### config.mk
export PLATFORM = sky130hd
export DESIGN_NAME = cpu_issue_ctrl
export DESIGN_NICKNAME = d
export VERILOG_FILES = /design/src/rtl/cpu_issue_ctrl.sv
export SDC_FILE = /design/constraint.sdc
export NUM_CORES = 1
export LEC_CHECK = 0
export BUFFER_PORTS_ARGS = -buffer_cell sky130_fd_sc_hd__buf_4
export CORE_MARGIN = 8
export CORE_UTILIZATION = 36
export DETAILED_ROUTE_END_ITERATION = 16
export GPL_TIMING_DRIVEN = 0
export SYNTH_ARGS = -nofsm -noshare
export SYNTH_HDL_FRONTEND = slang
export SYNTH_SLANG_ARGS = --single-unit
### constraint.sdc
create_clock -name clk_i -period 3.56 [get_ports clk_i]
set_clock_uncertainty 0.1 [all_clocks]
set_input_delay 0.178 -clock clk_i [delete_from_list [all_inputs] [get_ports clk_i]]
set_output_delay 0.178 -clock clk_i [all_outputs]
set_load 0.01 [all_outputs]
### src/rtl/cpu_issue_ctrl.sv
// Issue/interlock controller: 16-entry register scoreboard, MUL/DIV sequencing, drain and halt handling.
// Optional build macro CPU_ISSUE_WB_BYPASS_EN lets a same-cycle writeback clear hazards and drain.

`ifndef OP_NOP
`define OP_NOP    6'h00
`endif
`ifndef OP_LDI_L
`define OP_LDI_L  6'h01
`endif
`ifndef OP_ADD_L
`define OP_ADD_L  6'h02
`endif
`ifndef OP_MUL_L
`define OP_MUL_L  6'h08
`endif
`ifndef OP_DIV_L
`define OP_DIV_L  6'h09
`endif
`ifndef OP_UDIV_L
`define OP_UDIV_L 6'h0A
`endif
`ifndef OP_MOD_L
`define OP_MOD_L  6'h0B
`endif
`ifndef OP_UMOD_L
`define OP_UMOD_L 6'h0C
`endif
`ifndef OP_JSR
`define OP_JSR    6'h10
`endif
`ifndef OP_JSRA
`define OP_JSRA   6'h11
`endif
`ifndef OP_RET
`define OP_RET    6'h12
`endif
`ifndef OP_SWI
`define OP_SWI    6'h13
`endif
`ifndef OP_BRK
`define OP_BRK    6'h14
`endif

module cpu_issue_ctrl #(
    parameter int unsigned MUL_CYCLES = 4,
    parameter int unsigned DIV_CYCLES = 32
) (
    input  logic        clk_i,
    input  logic        rst_i,
    input  logic        issue_valid_i,
    input  logic [5:0]  op_i,
    input  logic [3:0]  riA_i,
    input  logic [3:0]  riB_i,
    input  logic        rdA_i,
    input  logic        rdB_i,
    input  logic        wr_en_i,
    input  logic [3:0]  wr_idx_i,
    input  logic        wb_en_i,
    input  logic [3:0]  wb_idx_i,
    input  logic        resume_i,
    output logic        stall_o,
    output logic        issue_o,
    output logic        bubble_o,
    output logic [15:0] pending_o,
    output logic        halted_o
);

    typedef enum logic [1:0] {
        ST_RUN,
        ST_MULDIV,
        ST_DRAIN,
        ST_HALT
    } state_t;

    localparam logic       MUL_MULTI = (MUL_CYCLES > 1);
    localparam logic       DIV_MULTI = (DIV_CYCLES > 1);
    localparam logic [7:0] MUL_LOAD  = 8'(MUL_CYCLES - 2);
    localparam logic [7:0] DIV_LOAD  = 8'(DIV_CYCLES - 2);

    state_t      state_q, state_d;
    logic [7:0]  cnt_q, cnt_d;
    logic [15:0] pending_q, pending_d;
    logic [15:0] wb_mask;
    logic [15:0] pend_eff;

    logic is_mul, is_div, is_ctl, is_brk;
    logic hazard, drain_block;

    always_comb begin
        wb_mask = '0;
        if (wb_en_i) begin
            wb_mask[wb_idx_i] = 1'b1;
        end
    end

    // View of the scoreboard used by hazard and drain decisions.
`ifdef CPU_ISSUE_WB_BYPASS_EN
    assign pend_eff = pending_q & ~wb_mask;
`else
    assign pend_eff = pending_q;
`endif

    assign is_mul = (op_i == `OP_MUL_L);
    assign is_div = (op_i == `OP_DIV_L)  || (op_i == `OP_UDIV_L) ||
                    (op_i == `OP_MOD_L)  || (op_i == `OP_UMOD_L);
    assign is_ctl = (op_i == `OP_JSR)    || (op_i == `OP_JSRA)   ||
                    (op_i == `OP_RET)    || (op_i == `OP_SWI);
    assign is_brk = (op_i == `OP_BRK);

    assign hazard = (rdA_i   & pend_eff[riA_i]) |
                    (rdB_i   & pend_eff[riB_i]) |
                    (wr_en_i & pend_eff[wr_idx_i]);

    assign drain_block = (state_q == ST_RUN) & is_ctl & (|pend_eff);

    assign stall_o   = issue_valid_i & ((state_q != ST_RUN) | hazard | drain_block);
    assign issue_o   = issue_valid_i & ~stall_o;
    assign bubble_o  = issue_valid_i & stall_o;
    assign pending_o = pending_q;
    assign halted_o  = (state_q == ST_HALT);

    // Clear first so a same-index set in the same cycle takes priority.
    always_comb begin
        pending_d = pending_q & ~wb_mask;
        if (issue_o && wr_en_i) begin
            pending_d[wr_idx_i] = 1'b1;
        end
    end

    always_comb begin
        state_d = state_q;
        cnt_d   = cnt_q;
        unique case (state_q)
            ST_RUN: begin
                if (issue_valid_i && drain_block) begin
                    state_d = ST_DRAIN;
                end else if (issue_o) begin
                    if (is_mul && MUL_MULTI) begin
                        cnt_d   = MUL_LOAD;
                        state_d = ST_MULDIV;
                    end else if (is_div && DIV_MULTI) begin
                        cnt_d   = DIV_LOAD;
                        state_d = ST_MULDIV;
                    end else if (is_brk) begin
                        state_d = ST_HALT;
                    end
                end
            end
            ST_MULDIV: begin
                if (cnt_q == 8'd0) begin
                    state_d = ST_RUN;
                end else begin
                    cnt_d = cnt_q - 8'd1;
                end
            end
            ST_DRAIN: begin
                if (pend_eff == '0) begin
                    state_d = ST_RUN;
                end
            end
            ST_HALT: begin
                if (resume_i) begin
                    state_d = ST_RUN;
                end
            end
            default: state_d = ST_RUN;
        endcase
    end

    always_ff @(posedge clk_i or negedge rst_i) begin
        if (!rst_i) begin
            state_q   <= ST_RUN;
            cnt_q     <= '0;
            pending_q <= '0;
        end else begin
            state_q   <= state_d;
            cnt_q     <= cnt_d;
            pending_q <= pending_d;
        end
    end

endmodule

Yosys cells after proc, flatten, opt, wreduce, memory -nomap -nowiden
Cells that the tools add are included.

storage, ports and cells
  flip-flop bits (word level) = 26
  bits of input ports = 30
  output and inout bits = 20

cells by class
  bitwise operators = 16
  reduce and logical (&&, ||, !) cells = 18
  eq/ne operators = 22
  add/subtract/negate cells = 1
  multiplexer cells = 27
  order comparisons = 6

operators by type and width
  cell                                                                count
  two-way mux 8 bit                                                   5
  two-way mux 16 bit                                                  2
  equality test 6 x 4 -> 1 bit (second input constant)                5
  equality test 6 x 5 -> 1 bit (second input constant)                5
  < comparator 4 x 5 -> 1 bit (second input constant)                 4
  AND 16 bit                                                          1
  zero test 16 bit                                                    1
  two-way mux 2 bit                                                   8
  inverter 16 bit                                                     1
  OR 16 bit                                                           1
  case mux 8 bit (2 select lines)                                     1
  OR reduction 16 bit                                                 1
  binary-select mux 1 bit (select 4 bit)                              3
  inequality test 2 bit (second input constant)                       6
  AND reduction 5 bit                                                 2
  AND 1 bit                                                           8
  demux 1 bit (select 4 bit)                                          2
  greater-or-equal comparator 4 x 1 -> 1 bit (second input constant)  2
  zero test 8 bit                                                     1
  case mux 2 bit (4 select lines)                                     1
  subtractor 8 x 1 -> 8 bit (second input constant)                   1
  logical OR 1 bit                                                    6
  two-way mux 1 bit                                                   5
  inequality test 5 x 4 -> 1 bit (second input constant)              1
  other kinds (9)                                                     17

Depth between registers and ports, before layout
  depth after elaboration = 13
  gate-level depth with buffers = 9

Worst setup path before layout
Ideal clock, no wire load.

  kind = flip-flop to flip-flop
  from = register pending_q[10] (netlist: pending_o[10])
  to = register pending_q[11] (netlist: pending_o[11])
  setup time = 0.096 ns
  cell stages (with the launch flop) = 9
  arrival time = 2.310 ns
  slack = 1.055 ns
  cell sequence = dfrtp_1 mux4_2 o22ai_1 nor4bb_1 a211o_1 or3_1 buf_4 buf_6 o31ai_1

on the way
  longest elaborated chain between the ends = 12

RTL lines
  what                                                       line      source
  from (decl)                                                82        logic [15:0] pending_q, pending_d;
  from (signal assigned)                                     178       pending_q <= pending_d;
  binary-select mux 1 bit (select 4 bit) (on tied branches)  110, 111
  two-way mux 1 bit (on tied branches)                       110, 111
  AND 1 bit (on tied branches)                               110, 111
  OR 1 bit                                                   110       assign hazard = (rdA_i & pend_eff[riA_i]) |
  OR 1 bit                                                   111       (rdB_i & pend_eff[riB_i]) |
  OR 1 bit                                                   116       assign stall_o = issue_valid_i & ((state_q != ST_RUN) | hazard | drain_block);
  OR 1 bit (*)                                               116
  AND 1 bit (*)                                              116
  inverter 1 bit (*)                                         117       assign issue_o = issue_valid_i & ~stall_o;
  AND 1 bit (*)                                              117
  logical AND 1 bit (*)                                      125       if (issue_o && wr_en_i) begin
  two-way mux 16 bit (*)                                     125
  named net pending_d[11]                                    82

The timed path passes the listed nets; every way through them passes the cells marked *. The select of a mux whose other input is x is not followed.
A chain may end at the register's enable or synchronous reset.

Worst setup path in the final report
  from = register pending_q[8] (netlist: pending_o[8])
  to = output port issue_o

on the way
  longest elaborated chain between the ends = 10

RTL lines
  what                                                       line      source
  binary-select mux 1 bit (select 4 bit) (on tied branches)  110, 111
  two-way mux 1 bit (on tied branches)                       110, 111
  AND 1 bit (on tied branches)                               110, 111
  OR 1 bit                                                   110
  OR 1 bit                                                   111
  OR 1 bit                                                   116
  OR 1 bit (*)                                               116
  AND 1 bit (*)                                              116
  inverter 1 bit (*)                                         117
  AND 1 bit (*)                                              117
  to (decl)                                                  62        output logic issue_o,

Mark *: on every way between the ends. The rest lies on a longest branch, timed or not. The select of a mux whose other input is x is not followed.

==> results.yml <==
flow_run:
  cap_violations: 0
floorplan:
  ios: 50
  start_util_pct: 36.78
  die_w_um: 90.32
  die_h_um: 90.32
  num_rows: 27
  coreArea_mm2: 0.005405
  die_area_mm2: 0.008157
routing:
  drt_iter0_drc: 86
  routed_wl_mm: 6.248
  top_layer: "met4"
  drc_errors: 0
  vias: 1995
  ant_nets: 0
  met2_length_mm: 2.851
  routedWlPerCell_um: 18.11
  vias_per_cell: 5.783
  first_pass_iters: 4
  wl_met1_mm: 3.103
  dr_wl_met3_um: 269
power_and_ir_drop:
  p_int_mw: 0.8862
  switching_share_pct: 41.74
  p_sw_mw: 0.6351
  p_leak_nw: 1.074
  power_frac_seq_pct: 35.8
  worst_ir_drop_vdd_v: 0.0003459
  cellPowerDensity_mw_per_mm2: 609.2
  clkPwrFrac_pct: 16.6
  power.share.combinational_pct: 47.6
clock_tree:
  numClockSinks: 26
  worstSkewPairLatency_ns: 0.27
  htree_levels: 1
  cts_max_path_buffers: 2
  post_cts_buffers: 0
  cts_made_buffers: 3
  cts_tree: "yes"
  cts.clk_slew.worst_paths_ns: 0.10
  cts_root_buf: "clkbuf_8"
logic_synthesis:
  syn_nets: 255
  synth-main-ff-cell: "dfrtp_1"
  ys_async_sr_fraction_pct: 100.0
  synthDistinctLibCells: 53
  seq_area_frac_synth_pct: 32.72
  synthesis.area_mm2: 0.001988
  synth_edf_count: 0
  synth_cells: 223
  syn_area_per_cell_um2: 8.916
  synth-seq-cells: 26
  ys_warn_count: 0
critical_path:
  worstSetupStartpointType: "flop"
  cp-endpoint: "issue_o"
  r2r_end: "pending_o[14]"
  slowest_delay_ns: 0.50
  cp-end-kind: "output pin"
  worst_path_most_repeated_cell: "buf_4"
  slowest_stage: "mux4_2"
  path_cells: "mux4_2 > o22ai_1 > nor4bb_1 > a211o_1 > or3_1 > buf_4 > buf_6 > inv_1 > buf_4"
  r2r_setup_slack_ns: 0.74
  crit_type: "flop to output pin"
  crit_required_ns: 3.28
  critPathArrivalTime_ns: 2.80
  crit_start: "pending_o[8]"
  reg2reg_from: "pending_o[8]"
  reg2regPathDepth: 8
  crit_fanout: 10
placement:
  io_buffers: 45
  placed_area_mm2: 0.002416
  post-place-ws_ns: 0.7613
  gp_congestion: 0.8240
  place_hpwl_mm: 4.791
finish:
  final_area_mm2: 0.002497
  fill_cells: 559
  num_antenna_cells: 0
  final_layout_size_suffix_gt1_share_pct: 25.27
  area_delta_synth_final_pct: 25.61
  fin_nets: 306
grt:
  grt_pass1_vias: 2036
  grt_start_max_net_pins: 27
  grt_pass1_wl_mm: 10.41
  antenna_found_initial: 0
  overflow: 0
  grtUsageTotal_pct: 15.25
timing:
  slew_violations: 0
  slew_headroom_pct: 64.36
  finalSetupViolations: 0
  tightest_slew_ns: 0.5279
  fin_crit_ns: 3.082
  rsz0062_at_grt: "no"
  clock.fmax_ghz: 0.3244
  hold_viol_final: 0
  fin_crit_sh_pct: 86.58
  setup_tns_ns: 0
  setup_slack_ns: 0.4777
outcome:
  run_status: "finished, final reports clean"
min_path:
  min-delay-start: "resume_i"
  min_path_type: "input pin to flop"
-- worst max-delay path: cells and delay by family, from the launching register on --
kind                   cells  cell delay [ns]
multiplexers               1             0.50
AND/OR/NAND/NOR            2             0.48
buffers and inverters      4             0.49
AO/OA/AOI/OAI              2             0.57
flip-flops                 1             0.48
-- layout by cell type (no fill, tap or decap), types with 3 or more instances in the layout --
| master | count |
|---|---|
| o41ai_1 | 4 |
| nor4_1 | 5 |
| clkbuf_8 | 3 |
| nor3b_1 | 3 |
| or3_1 | 3 |
| nand3_1 | 8 |
| nand2b_1 | 7 |
| o22ai_1 | 3 |
| clkbuf_1 | 6 |
| mux2i_1 | 9 |
| o31ai_1 | 18 |
| buf_4 | 47 |
| nand2_1 | 18 |
| dfrtp_1 | 26 |
| o21ai_0 | 11 |
| a21oi_1 | 5 |
| mux2_2 | 4 |
| nor2b_1 | 5 |
| inv_1 | 11 |
| o211ai_1 | 7 |
| nor2_1 | 19 |
| nor3_1 | 3 |
| mux4_2 | 5 |
-- Yosys cell counts (6+ instances only) --
library cell	number	area, um2
dfrtp_1	26	650.6
nor2_1	19	71.32
nand2_1	18	67.56
o31ai_1	18	135.1
inv_1	11	41.29
o21ai_0	11	55.05
mux2i_1	9	90.09
nand3_1	8	40.04
nand2b_1	7	43.79
o211ai_1	7	52.55
clkbuf_1	6	22.52
-- flip-flops by register name, summed over array words and instances (netlist names) --
| signal | cells |
|---|---|
| pending_o | 16 |
| cnt_q | 8 |
| state_q | 2 |
-- repair_timing --
item / in CTS / in global routing
hold buffers: 1 / 0
resized for setup: 0 / 0
endpoints found under the hold margin: 26 / 0
-- how the worst min path moves through the flow --
stage,end,cells after the start
finish,state_q[0],2
detailed placement,cnt_q[4],1
global placement,pending_o[0],1
CTS,state_q[0],2
floorplan,cnt_q[0],0
global route,state_q[0],2
-- cell type report --
class                           instances  area, um2  share of cell area [%]
Inverter                               11      41.29                   1.653
Multi-Input combinational cell        175       1237                   49.55
Clock buffer                            3      41.29                   1.653
Tap cell                               72      90.09                   3.607
Buffer                                 11      58.81                   2.355
Timing Repair Buffer                   46      347.8                   13.93
Sequential cell                        26      650.6                   26.05
Clock inverter                          1      30.03                   1.202
-- layer usage --
layer | vias up | GRT usage [%]
met5 | - | 0
met4 | 0 | 2.219
met3 | 2 | 2.411
met2 | 54 | 24.66
met1 | 968 | 21.17
li1 | 971 | -
-- power by group through the flow --
stage / Combinational [mW] / Sequential [mW] / Clock [mW]
finish: 0.724 / 0.544 / 0.253
CTS: 0.730 / 0.540 / 0.257
detailed placement: 0.727 / 0.545 / 0
floorplan: 0.468 / 0.510 / 0
global route: 0.803 / 0.558 / 0.270
global placement: 0.718 / 0.545 / 0
-- metrics by stage --
step / std cells / hold WS (ns) / util, % / total power [mW]
final: 345 / 0.05535 / 46.20 / 1.521
after global routing: 345 / 0.05253 / 46.20 / 1.631
after CTS: 345 / 0.05443 / 46.20 / 1.526
after detailed placement: 340 / 0.01994 / 44.70 / 1.272
after global placement: 340 / 0.02076 / 44.70 / 1.264
after floorplan: 223 / -0.2176 / - / 0.9786
-- logic make-up after synthesis --
kind of cell	count (synthesis)	share of synthesized area (%)
AO/OA/AOI/OAI	71	26.37
flip-flops	26	32.72
adder cells (fa/ha/maj)	2	1.258
AND/OR/NAND/NOR	84	22.15
multiplexers	18	12.46
buffers and inverters	22	5.034
No activity file was read; power rests on OpenSTA's default activity.
